==> config.mk <==
export PLATFORM = sky130hd
export DESIGN_NAME = ifetch_unit
export DESIGN_NICKNAME = d
export VERILOG_FILES = /design/src/rtl/ifetch_unit.sv
export SDC_FILE = /design/constraint.sdc
export NUM_CORES = 1
export LEC_CHECK = 0
export BUFFER_PORTS_ARGS = -buffer_cell sky130_fd_sc_hd__buf_2
export CORE_MARGIN = 8
export CORE_UTILIZATION = 58
export DETAILED_ROUTE_END_ITERATION = 12
export HOLD_SLACK_MARGIN = 0.12
export PLACE_DENSITY = 0.85
export SLEW_MARGIN = 15
export SYNTH_ARGS = -nofsm -noshare
export SYNTH_HDL_FRONTEND = slang
export SYNTH_SLANG_ARGS = --single-unit
export TNS_END_PERCENT = 5
==> constraint.sdc <==
create_clock -name clk -period 23.1 [get_ports clk]
set_input_delay 1.155 -clock clk [delete_from_list [all_inputs] [get_ports clk]]
set_output_delay 1.155 -clock clk [all_outputs]
set_load 0.05 [all_outputs]
==> src/rtl/ifetch_unit.sv <==
// ifetch_unit: instruction fetch front end with a small in-order fetch queue.
//
// Every cycle the PC register addresses instruction memory. The combinational
// response is pushed into the queue when there is room. An entry carrying an
// exception parks the unit in HALT with the PC frozen on the faulting address.
// Only a redirect or a reset returns the unit to FETCH.
//
// Optional feature: define IFETCH_MISALIGN_CHECK_EN to raise a local
// misaligned-fetch exception (code 0) whenever pc[1:0] != 0. When this is
// enabled, the memory response is ignored for that fetch.
//
// Parameters:
//   RESET_PC  PC loaded on reset
//   FQ_DEPTH  fetch-queue entries (power of two, >= 2)
//
// Ports:
//   clk, rst                          rising-edge clock, sync active-high reset
//   imem_addr                         fetch address (the PC register)
//   imem_instr                        instruction word for imem_addr
//   imem_exc_en/_code/_val            memory fetch fault for imem_addr
//   redirect_valid, redirect_pc       branch/trap/mret redirect
//   if_valid, if_ready                queue-head handshake towards decode
//   if_pc, if_instr                   head entry PC and instruction
//   if_exc_en/_code/_val              head entry exception fields
module ifetch_unit #(
  parameter logic [63:0] RESET_PC = 64'h0,
  parameter int          FQ_DEPTH = 2
) (
  input  logic        clk,
  input  logic        rst,
  output logic [63:0] imem_addr,
  input  logic [31:0] imem_instr,
  input  logic        imem_exc_en,
  input  logic [3:0]  imem_exc_code,
  input  logic [63:0] imem_exc_val,
  input  logic        redirect_valid,
  input  logic [63:0] redirect_pc,
  output logic        if_valid,
  input  logic        if_ready,
  output logic [63:0] if_pc,
  output logic [31:0] if_instr,
  output logic        if_exc_en,
  output logic [3:0]  if_exc_code,
  output logic [63:0] if_exc_val
);

  localparam int PTR_W = (FQ_DEPTH > 1) ? $clog2(FQ_DEPTH) : 1;
  localparam int CNT_W = $clog2(FQ_DEPTH + 1);
  localparam logic [CNT_W-1:0] DEPTH_C = CNT_W'(FQ_DEPTH);
  localparam logic [CNT_W-1:0] CNT_ONE = CNT_W'(1);
  localparam logic [PTR_W-1:0] PTR_ONE = PTR_W'(1);
  localparam logic [31:0] NOP_INSTR = 32'h00000013;

  typedef enum logic {
    FETCH = 1'b0,
    HALT  = 1'b1
  } state_t;

  state_t            state, state_next;
  logic [63:0]       pc, pc_next;
  logic [PTR_W-1:0]  rd_ptr, rd_ptr_next;
  logic [PTR_W-1:0]  wr_ptr, wr_ptr_next;
  logic [CNT_W-1:0]  count, count_next;

  // Queue storage: data only, never reset. Outputs are gated by if_valid.
  logic [63:0] q_pc       [FQ_DEPTH];
  logic [31:0] q_instr    [FQ_DEPTH];
  logic        q_exc_en   [FQ_DEPTH];
  logic [3:0]  q_exc_code [FQ_DEPTH];
  logic [63:0] q_exc_val  [FQ_DEPTH];

  logic        push, pop;
  logic [31:0] ent_instr;
  logic        ent_exc_en;
  logic [3:0]  ent_exc_code;
  logic [63:0] ent_exc_val;

  // Exception entries carry a NOP so decode never sees a faulted word.
  function automatic logic [31:0] fetch_word(input logic exc, input logic [31:0] word);
    return exc ? NOP_INSTR : word;
  endfunction

  // ---- Stage p0: build the candidate entry from the memory response ----
  always_comb begin
    ent_exc_en   = imem_exc_en;
    ent_exc_code = imem_exc_code;
    ent_exc_val  = imem_exc_val;
`ifdef IFETCH_MISALIGN_CHECK_EN
    if (pc[1:0] != 2'b00) begin
      ent_exc_en   = 1'b1;
      ent_exc_code = 4'd0;
      ent_exc_val  = pc;
    end
`endif
    ent_instr = fetch_word(ent_exc_en, imem_instr);
  end

  // A redirect wins over both queue operations in the same cycle.
  assign if_valid = (count != '0);
  assign pop      = if_valid && if_ready && !redirect_valid;
  assign push     = !rst && !redirect_valid && (state == FETCH) &&
                    ((count < DEPTH_C) || pop);

  // ---- Next-state: FSM, PC and queue bookkeeping ----
  always_comb begin
    state_next  = state;
    pc_next     = pc;
    rd_ptr_next = rd_ptr;
    wr_ptr_next = wr_ptr;
    count_next  = count;
    if (redirect_valid) begin
      state_next  = FETCH;
      pc_next     = redirect_pc;
      rd_ptr_next = '0;
      wr_ptr_next = '0;
      count_next  = '0;
    end else begin
      if (push) begin
        wr_ptr_next = wr_ptr + PTR_ONE;
        if (ent_exc_en) begin
          // Freeze on the faulting PC until redirected.
          state_next = HALT;
        end else begin
          pc_next = pc + 64'd4;
        end
      end
      if (pop) begin
        rd_ptr_next = rd_ptr + PTR_ONE;
      end
      case ({push, pop})
        2'b10:   count_next = count + CNT_ONE;
        2'b01:   count_next = count - CNT_ONE;
        default: count_next = count;
      endcase
    end
  end

  // ---- Stage p1: control registers ----
  always_ff @(posedge clk) begin
    if (rst) begin
      state  <= FETCH;
      pc     <= RESET_PC;
      rd_ptr <= '0;
      wr_ptr <= '0;
      count  <= '0;
    end else begin
      state  <= state_next;
      pc     <= pc_next;
      rd_ptr <= rd_ptr_next;
      wr_ptr <= wr_ptr_next;
      count  <= count_next;
    end
  end

  // ---- Stage p1: queue storage write ----
  always_ff @(posedge clk) begin
    if (push) begin
      q_pc[wr_ptr]       <= pc;
      q_instr[wr_ptr]    <= ent_instr;
      q_exc_en[wr_ptr]   <= ent_exc_en;
      q_exc_code[wr_ptr] <= ent_exc_code;
      q_exc_val[wr_ptr]  <= ent_exc_val;
    end
  end

  // ---- Outputs: head entry, zero when the queue is empty ----
  assign imem_addr   = pc;
  assign if_pc       = if_valid ? q_pc[rd_ptr]       : 64'h0;
  assign if_instr    = if_valid ? q_instr[rd_ptr]    : 32'h0;
  assign if_exc_en   = if_valid ? q_exc_en[rd_ptr]   : 1'b0;
  assign if_exc_code = if_valid ? q_exc_code[rd_ptr] : 4'h0;
  assign if_exc_val  = if_valid ? q_exc_val[rd_ptr]  : 64'h0;

endmodule

==> out/metrics.cfg <==
[sta]
relSlewSlack_pct = 22.1
slew_violations = 0
min_period_over_period_pct = 19.7
fmax_mhz = 220
clock_skew_ns = 0.0137
final.setup.worst_slack_ns = 18.56
hold_viol_final = 0
tightestPinTransition_ns = 1.16
fin_crit_ns = 4.54
final-setup-viol-count = 0
fin_tns_setup_ns = 0
rsz0062_at_grt = no

[place]
portBuffers = 398
gp_congestion = 0.969
placedCellCount = 2027
post-place-ws_ns = 18.05
dp_hpwl_um = 32100

[logic_synthesis]
synth_top_area_share_pct = 58.3
synth_top_cells_by_count = 330 x edfxtp_1, 227 x nor2_1, 169 x mux2i_1
synth_seq_cells = 400
synth_top_cells_by_area = edfxtp_1 58%, mux2i_1 10%, dfxtp_1 8.3%
yosys_warnings = 0
yosys_most_used_dff = edfxtp_1
postSynthAreaPerCell_um2 = 13.0
async_flop_share_pct = 0
synth_cells = 1310
synth_cell_type_count = 60
synth-edff-count = 330
synth_fp_nets = 1481
yosysMostFrequentCell = edfxtp_1
synth_top_area_cell = edfxtp_1
ys_seq_area_share_pct = 66.6
syn-cell-area_um2 = 17000

[layout]
utilization_pct = 71.5
synthToLayoutAreaGrowth_pct = 21.1
finalNonFillerCells = 2101
nets = 1856
drive_gt1_share_pct = 28.7

[critical_path]
r2r_start = count[1]$_SDFFE_PP0P_
slowest_delay_ns = 0.92
cp-start-kind = input pin
arrival_ns = 4.68
ff2ff_path_depth = 6
critPathKind = in -> reg
worst_path_max_delay_cell = buf_4
crit_buf_inv = 4
worstPathCellList = buf_2, buf_4, nor2_1, nand2_1, nor2_4, buf_4, buf_4
critPathRequiredTime_ns = 23.24
path_delay_family = buffers and inverters
end_kind = register
crit_fanout = 83
r2r_end = q_instr[0][8]$_DFFE_PP_
cpMostUsedCell = buf_4
r2r_slack_ns = 19.28

[global_route]
grt_max_degree = 99
grt_pass1_vias = 12600
grt_overflow = 0
grt_pass1_wl_um = 71200
antenna_found_initial = 2
track_usage_pct = 25.4

[power_and_ir_drop]
leakage_nw = 7.61
p_comb_share_pct = 9.6
clock_power_share_pct = 38.6
pwr-share-seq_pct = 51.8
switching_share_pct = 24.6
power_mw = 1.62
ir_drop_v = 0.0000537
p_int_mw = 1.22
p_per_area_nw_per_um2 = 78.7
power_switching_mw = 0.399

[min_path]
min_path_cells = 0
holdPathEnd = q_pc[0][1]$_DFFE_PP_
hp-class = reg -> reg
hold_start = imem_addr[1]$_SDFFE_PP0P_

[clocking]
cts_max_level = 2
clock-sinks = 400
path_clk_slew_ns = 0.06
ctsHoldBuffers = 0
insertion_delay_ns = 0.52
cts_resized = 0
cts_buffers = 40
cts_tree = built
clk_path_buf_depth = 3
postCtsSetupBuffers = 0
root_buffer = clkbuf_16

[floorplanning]
start_util_pct = 59.0
fp.dieArea_um2 = 35000
row_count = 62
dieHeight_um = 187
core_um2 = 28800
boundaryPins = 399
die_w_um = 187

[routing]
drt-vias-per-instance = 6.03
wl_per_cell_um = 22.3
detail-route-antenna-nets = 0
wirelength_um = 46900
drt_iter0_drc = 1316
dr.pass1.iters = 8
drc = 0
vias = 12700

[run_status]
status = completed

[run]
drv_cap = 0

-- how the worst max path moves through the flow --
stage                   start                    endpoint  cells after the start
6_report       redirect_valid     q_instr[0][8]$_DFFE_PP_                      7
5_1_grt        redirect_valid    q_instr[0][22]$_DFFE_PP_                      7
4_1_cts        redirect_valid  q_exc_val[0][14]$_DFFE_PP_                      7
3_5_place_dp   redirect_valid  q_exc_val[0][21]$_DFFE_PP_                      7
3_3_place_gp   redirect_valid   q_exc_val[0][3]$_DFFE_PP_                      7
2_1_floorplan  redirect_valid  q_exc_code[0][0]$_DFFE_PP_                      5
-- final cells by class --
| class | instances | area, um2 |
|---|---|---|
| diodes | 2 | 5.00 |
| repair buffers | 413 | 2100 |
| multi-input cells | 816 | 5340 |
| fillers | 1914 | 8220 |
| well taps | 384 | 480 |
| flip-flops and latches | 400 | 11300 |
| clock buffers | 56 | 1130 |
| clock inverters | 16 | 138 |
| inverters | 14 | 52.6 |
-- routing by layer --
metal	global-route usage [%]	wire, um	vias to the layer above
li1	-	-	5726
met1	31.3	17800	6061
met2	43.2	23000	782
met3	6.82	4910	98
met4	8.22	1280	0
met5	0	0	-
-- power groups by stage --
stage          registers, mW  logic, mW  clock network [mW]
2_1_floorplan          0.875     0.0775                   0
3_3_place_gp           0.851      0.152                   0
3_5_place_dp           0.853      0.155                   0
4_1_cts                0.838      0.156               0.631
5_1_grt                0.841      0.164               0.663
6_report               0.839      0.156               0.624
-- cell families after synthesis --
group | count (synthesis) | synth area share [%]
xor+xnor | 17 | 0.877
compound gates | 109 | 4.91
simple gates | 518 | 15.3
flops | 400 | 66.6
fa+ha+maj | 2 | 0.147
buf+inv | 94 | 2.14
mux | 170 | 10.0
-- sequential cells by signal, indices dropped and copies added (netlist names), named ones only --
name / cells
q_exc_en: 2
count: 2
q_instr: 64
q_pc: 128
rd_ptr: 1
q_exc_val: 128
q_exc_code: 8
imem_addr: 64
wr_ptr: 1
state: 1
-- cell usage in the layout (no fill, tap or decap), drive strengths merged, types with 11 or more instances in the layout --
cell type | netlist | layout
nor3 | 24 | 24
or2 | 11 | 11
a211oi | 16 | 16
inv | 14 | 16
xnor2 | 13 | 13
and4 | 11 | 11
nand2 | 39 | 39
or3 | 16 | 16
or4 | 13 | 13
nor2b | 35 | 35
buf | 19 | 413
clkbuf | 61 | 56
nor2 | 227 | 227
dfxtp | 70 | 70
nor4 | 26 | 26
nand4 | 44 | 44
o21ai | 18 | 18
nand3 | 34 | 34
edfxtp | 330 | 330
mux2i | 169 | 169
and3 | 21 | 21
-- per-stage QoR --
stage	area, um2	hold WS [ns]
after detailed placement	19300	0.474
after floorplan	17000	0.467
after global routing	20600	0.520
after global placement	19300	0.459
after CTS	20600	0.491
final	20600	0.488
Note: power is estimated with default switching activity, not from simulation.
